### src/rtl/mdu_seq_ctrl.sv
// Iterative unsigned MULTU/DIVU sequencer with HI/LO registers for the MIPS EX stage.
// One shift-add or restoring-divide step per cycle over WIDTH cycles; busy stalls hazards.
module mdu_seq_ctrl #(
   parameter int unsigned WIDTH = 32,
   parameter int unsigned CNT_W = 5
) (
   input  logic             clk,
   input  logic             rst_n,
   input  logic             start_i,
   input  logic             op_i,
   input  logic [WIDTH-1:0] a_i,
   input  logic [WIDTH-1:0] b_i,
   input  logic             flush_i,
   input  logic             hi_we_i,
   input  logic             lo_we_i,
   input  logic [WIDTH-1:0] wdata_i,
   output logic             busy_o,
   output logic             done_o,
   output logic             div_zero_o,
   output logic [WIDTH-1:0] hi_o,
   output logic [WIDTH-1:0] lo_o
);

   typedef enum logic [1:0] {StIdle, StRun, StDone} state_e;

   state_e             state_q, state_d;
   logic [CNT_W-1:0]   cnt_q, cnt_d;
   logic               op_q, op_d;
   logic               dz_q, dz_d;
   logic [WIDTH-1:0]   opnd_q, opnd_d;
   logic [WIDTH-1:0]   acc_q, acc_d;
   logic [WIDTH-1:0]   low_q, low_d;
   logic [WIDTH-1:0]   hi_q, hi_d;
   logic [WIDTH-1:0]   lo_q, lo_d;
   logic               div_zero_q, div_zero_d;

   logic               accept;
   logic               last_iter;
   logic [WIDTH:0]     mul_sum;
   logic [WIDTH:0]     rem_sh;
   logic [WIDTH:0]     trial;
   logic [WIDTH-1:0]   iter_acc;
   logic [WIDTH-1:0]   iter_low;

   assign accept    = start_i && !flush_i;
   assign last_iter = (cnt_q == CNT_W'(WIDTH - 1));

   // acc/low hold {acc_hi, mplr} for MULTU and {rem, quo} for DIVU
   always_comb begin
      mul_sum  = {1'b0, acc_q} + (low_q[0] ? {1'b0, opnd_q} : '0);
      rem_sh   = {acc_q, low_q[WIDTH-1]};
      trial    = rem_sh - {1'b0, opnd_q};
      iter_acc = mul_sum[WIDTH:1];
      iter_low = {mul_sum[0], low_q[WIDTH-1:1]};
      if (op_q) begin
         iter_acc = trial[WIDTH] ? rem_sh[WIDTH-1:0] : trial[WIDTH-1:0];
         iter_low = {low_q[WIDTH-2:0], ~trial[WIDTH]};
      end
   end

   always_ff @(posedge clk or negedge rst_n) begin
      if (!rst_n) begin
         state_q    <= StIdle;
         cnt_q      <= '0;
         op_q       <= 1'b0;
         dz_q       <= 1'b0;
         opnd_q     <= '0;
         acc_q      <= '0;
         low_q      <= '0;
         hi_q       <= '0;
         lo_q       <= '0;
         div_zero_q <= 1'b0;
      end else begin
         state_q    <= state_d;
         cnt_q      <= cnt_d;
         op_q       <= op_d;
         dz_q       <= dz_d;
         opnd_q     <= opnd_d;
         acc_q      <= acc_d;
         low_q      <= low_d;
         hi_q       <= hi_d;
         lo_q       <= lo_d;
         div_zero_q <= div_zero_d;
      end
   end

   always_comb begin
      state_d = state_q;
      unique case (state_q)
         StIdle: if (accept) state_d = StRun;
         StRun: begin
            if (flush_i) begin
               state_d = StIdle;
            end else if (dz_q || last_iter) begin
               state_d = StDone;
            end
         end
         StDone:  state_d = StIdle;
         default: state_d = StIdle;
      endcase
   end

   always_comb begin
      cnt_d      = cnt_q;
      op_d       = op_q;
      dz_d       = dz_q;
      opnd_d     = opnd_q;
      acc_d      = acc_q;
      low_d      = low_q;
      hi_d       = hi_q;
      lo_d       = lo_q;
      div_zero_d = div_zero_q;
      unique case (state_q)
         StIdle: begin
            if (hi_we_i) hi_d = wdata_i;
            if (lo_we_i) lo_d = wdata_i;
            if (accept) begin
               op_d       = op_i;
               cnt_d      = '0;
               acc_d      = '0;
               div_zero_d = 1'b0;
               dz_d       = op_i && (b_i == '0);
               opnd_d     = op_i ? b_i : a_i;
               low_d      = op_i ? a_i : b_i;
            end
         end
         StRun: begin
            if (!flush_i) begin
               if (dz_q) begin
                  // Divide-by-zero finishes after one cycle with the dividend kept in low_q
                  hi_d       = low_q;
                  lo_d       = '1;
                  div_zero_d = 1'b1;
               end else begin
                  acc_d = iter_acc;
                  low_d = iter_low;
                  cnt_d = cnt_q + CNT_W'(1);
                  if (last_iter) begin
                     hi_d = iter_acc;
                     lo_d = iter_low;
                  end
               end
            end
         end
         default: ;
      endcase
   end

   always_comb begin
      busy_o     = (state_q != StIdle);
      done_o     = (state_q == StDone) && !flush_i;
      div_zero_o = div_zero_q;
      hi_o       = hi_q;
      lo_o       = lo_q;
   end

endmodule
### config.mk
export PLATFORM = sky130hd
export DESIGN_NAME = mdu_seq_ctrl
export DESIGN_NICKNAME = d
export VERILOG_FILES = /design/src/rtl/mdu_seq_ctrl.sv
export SDC_FILE = /design/constraint.sdc
export NUM_CORES = 1
export LEC_CHECK = 0
export ABC_AREA = 1
export BUFFER_PORTS_ARGS = -buffer_cell sky130_fd_sc_hd__clkbuf_2
export CORE_MARGIN = 2
export CORE_UTILIZATION = 48
export CTS_BUF_LIST = sky130_fd_sc_hd__clkbuf_16
export DETAILED_ROUTE_END_ITERATION = 7
export PLACE_DENSITY_LB_ADDON = 0.15
export RECOVER_POWER = 50
export SYNTH_ARGS = -nofsm -noshare
export SYNTH_HDL_FRONTEND = slang
export SYNTH_SLANG_ARGS = --single-unit
### constraint.sdc
create_clock -name clk -period 4.2 [get_ports clk]
set_clock_uncertainty 0.1 [all_clocks]
set_input_delay 0.84 -clock clk [delete_from_list [all_inputs] [get_ports clk]]
set_output_delay 0.84 -clock clk [all_outputs]
set_load 0.05 [all_outputs]
==> results.py <==
metrics = {
    "outcome": {
        "outcome": "complete, but fails checks",
        "violations": "capacitance limit, slew limit",
    },
    "critical_path": {
        "crit_type": "register to register",
        "r2r_slack_ns": 0.74,
        "cp_data_required_time_ns": 4.43,
        "r2r_start": "state_q[1]$_DFFE_PN0P_",
        "worst_r2r_endpoint": "acc_q[10]$_DFFE_PN0P_",
        "cp_max_fo": 34,
        "arrival_ns": 3.69,
        "reg2reg_depth": 8,
        "end_kind": "register",
        "crit_path_start_kind": "register",
    },
    "detailed_routing": {
        "first_pass_iters": 5,
        "routed_wl_um": 52700,
        "vias": 15300,
        "avgViaCountPerCell": 5.56,
        "wl_per_cell_um": 19.1,
        "drt_iter0_drc": 1491,
        "ant_nets": 0,
        "drcViolationCount": 0,
    },
    "global_route": {
        "grt_max_degree": 95,
        "grt_use_total": 0.337,
        "overflow": 0,
        "grt_pass1_wl_um": 80500,
        "grt_pass1_vias": 14300,
        "antenna_found_initial": 0,
    },
    "final_layout": {
        "final_cells": 2759,
        "n_fill_cell": 3091,
        "fin_area_um2": 15900,
        "drive_above_1_share": 0.0962,
        "num_antenna_cells": 0,
        "area_growth_pct": 11.4,
        "nNetsFinal": 2527,
    },
    "logic_synthesis": {
        "synth_warnings": 0,
        "syn-num-nets": 2411,
        "synth_edf_count": 0,
        "yosysUniqueCellTypes": 55,
        "yosysSeqAreaShare": 0.298,
        "postSynthCellCount": 2240,
        "ys.flop_type": "dfrtp_1",
        "ys_seq_elements": 170,
        "ys_async_sr_fraction": 1.00,
        "syn_avg_cell_area_um2": 6.37,
        "netlist_area_um2": 14300,
    },
    "clock_network": {
        "cts_resized": 0,
        "post_cts_buffers": 0,
        "clk_pin_slew_worst_paths_ns": 0.08,
        "tritoncts": "done",
        "cts_sinks": 170,
        "cts_root_buf": "clkbuf_16",
        "cts_buffer_depth": 2,
        "cts_buffers": 17,
        "cts_max_level": 4,
        "cts_hold_buf": 0,
        "insertion_delay_ns": 0.45,
    },
    "power": {
        "p_per_area_nw_per_um2": 943,
        "ir_worst_vdd_mv": 0.435,
        "power_leakage_nw": 8.68,
    },
    "floorplan": {
        "fp.dieH_um": 176,
        "die_x_um": 176,
        "die_area_um2": 31100,
        "start_util": 0.484,
        "rows": 63,
        "pin_count": 170,
        "coreArea_um2": 29500,
    },
    "sta": {
        "slew_violations": 94,
        "fmax_mhz": 289,
        "tightestPinTransition_ns": 2.61,
        "final.setup.tns_ns": 0,
        "post-route-period-util": 0.823,
        "grt_setup_unrepaired": "false",
        "setup_viol": 0,
        "final-hold-violation-count": 0,
        "relSlewSlack": -0.740,
        "final.min_clock_period_ns": 3.46,
    },
    "placement": {
        "dpl_cell_area_um2": 15400,
        "dpl.cell_count": 2727,
        "gp_congestion": 1.03,
        "detailed_place_hpwl_um": 41100,
        "io_buffers": 169,
    },
    "hold_path": {
        "min_to": "lo_o[14]$_DFFE_PN0P_",
        "hold_class": "register to register",
        "min_from": "lo_o[14]$_DFFE_PN0P_",
        "hold_path_depth": 1,
    },
    "job": {
        "maxCapViolCount": 1,
    },
}
-- synthesized netlist by cell type, types with 3 or more instances --
| cell | count | area (µm²) |
|---|---|---|
| clkbuf_1 | 53 | 199 |
| nand2_2 | 8 | 50.1 |
| a21oi_1 | 125 | 626 |
| nor4_1 | 8 | 50.1 |
| nor2_4 | 3 | 33.8 |
| a21oi_2 | 5 | 43.8 |
| buf_1 | 10 | 37.5 |
| inv_2 | 5 | 18.8 |
| xnor2_1 | 5 | 43.8 |
| o21a_1 | 39 | 293 |
| dfrtp_1 | 170 | 4250 |
| inv_1 | 370 | 1390 |
| nand3_1 | 152 | 761 |
| nor2_2 | 5 | 31.3 |
| a221oi_1 | 9 | 78.8 |
| nor3_1 | 14 | 70.1 |
| and2_1 | 6 | 37.5 |
| buf_4 | 3 | 22.5 |
| nand2_1 | 685 | 2570 |
| a22oi_1 | 17 | 128 |
| or2_2 | 5 | 31.3 |
| o211ai_1 | 49 | 368 |
| nand2_4 | 4 | 45.0 |
| nand4_1 | 48 | 300 |
| xor2_1 | 11 | 96.3 |
| buf_2 | 24 | 120 |
| a21boi_1 | 10 | 75.1 |
| ha_1 | 66 | 826 |
| nand3b_1 | 6 | 45.0 |
| o21ai_0 | 177 | 886 |
| nor2_1 | 118 | 443 |
| a21o_1 | 3 | 22.5 |
-- registers in the layout (all words and copies together) (netlist names), 2 cells and up --
| signal | cells |
|---|---|
| cnt_q | 5 |
| hi_o | 32 |
| state_q | 2 |
| low_q | 32 |
| acc_q | 32 |
| opnd_q | 32 |
| lo_o | 32 |
-- worst max path at each step --
stage                           start                     to
6_report       state_q[1]$_DFFE_PN0P_  acc_q[10]$_DFFE_PN0P_
2_1_floorplan    low_q[0]$_DFFE_PN0P_   hi_o[21]$_DFFE_PN0P_
4_1_cts         low_q[31]$_DFFE_PN0P_    hi_o[9]$_DFFE_PN0P_
5_1_grt                         rst_n  low_q[23]$_DFFE_PN0P_
3_3_place_gp    low_q[31]$_DFFE_PN0P_    hi_o[9]$_DFFE_PN0P_
3_5_place_dp    low_q[31]$_DFFE_PN0P_    hi_o[9]$_DFFE_PN0P_
-- routing by layer --
| metal | vias up | GRT usage | share of wire |
|---|---|---|---|
| met4 | 0 | 0.145 | 0.044 |
| met5 | - | 0 | 0 |
| met3 | 101 | 0.0431 | 0.060 |
| li1 | 7460 | - | - |
| met2 | 623 | 0.566 | 0.47 |
| met1 | 7154 | 0.435 | 0.43 |
-- layout make-up --
cell class / instances / area, µm² / area share
repair buffers: 190 / 981 / 0.0617
well taps: 390 / 488 / 0.0307
flip-flops and latches: 170 / 4250 / 0.268
clock inverters: 15 / 128 / 0.00803
inverters: 377 / 1420 / 0.0890
clock buffers: 17 / 425 / 0.0268
multi-input cells: 1600 / 8210 / 0.516
-- logic make-up after synthesis --
group	count (synthesis)	synth area share
multiplexers	1	0.000701
XOR/XNOR	16	0.00982
AND/OR/NAND/NOR	1068	0.318
AO/OA/AOI/OAI	447	0.185
adder cells (fa/ha/maj)	68	0.0607
flip-flops	170	0.298
buffers and inverters	470	0.128
-- cells in the final DEF (no fill, tap or decap), types with 6 or more instances in the layout --
cell type  netlist  layout
a21boi_1        10      10
a21oi_1        125     125
a221oi_1         9       9
a22oi_1         17      17
and2_1           6       6
buf_4            3      17
clkbuf_1        53      34
clkbuf_16        0      17
clkbuf_2         0     137
dfrtp_1        170     170
ha_1            66      66
inv_1          370     372
nand2_1        685     685
nand2_2          8       8
nand3_1        152     152
nand3b_1         6       6
nand4_1         48      48
nor2_1         118     117
nor3_1          14      14
nor4_1           8       8
o211ai_1        49      49
o21a_1          39      39
o21ai_0        177     177
xor2_1          11      11
-- report_power, final --
part | leakage, nW | switching (mW) | internal (mW)
registers | 2.07 | 0.697 | 2.44
logic | 6.35 | 7.37 | 2.93
clock network | 0.269 | 0.732 | 0.817
total | 8.68 | 8.80 | 6.19
-- worst max-delay path: stages, from the launching register on --
cell and delay [ns]:
dfrtp_1 0.51, nor2_4 0.07, inv_1 0.73, nor2_4 0.03, buf_4 0.30, nand2_1 0.15
clkinv_1 0.92, nand3_1 0.44, nand2_1 0.08
-- metrics by stage --
stage	worst slack, ns	util	total power, mW	hold WS, ns
floorplan	1.59	-	10.4	0.372
global placement	0.845	0.522	13.2	0.376
detailed placement	0.787	0.522	13.3	0.380
CTS	0.769	0.541	14.9	0.395
global route	0.357	0.539	16.2	0.409
finish	0.742	0.539	15.0	0.391
Power figures use the tool's default switching activity.
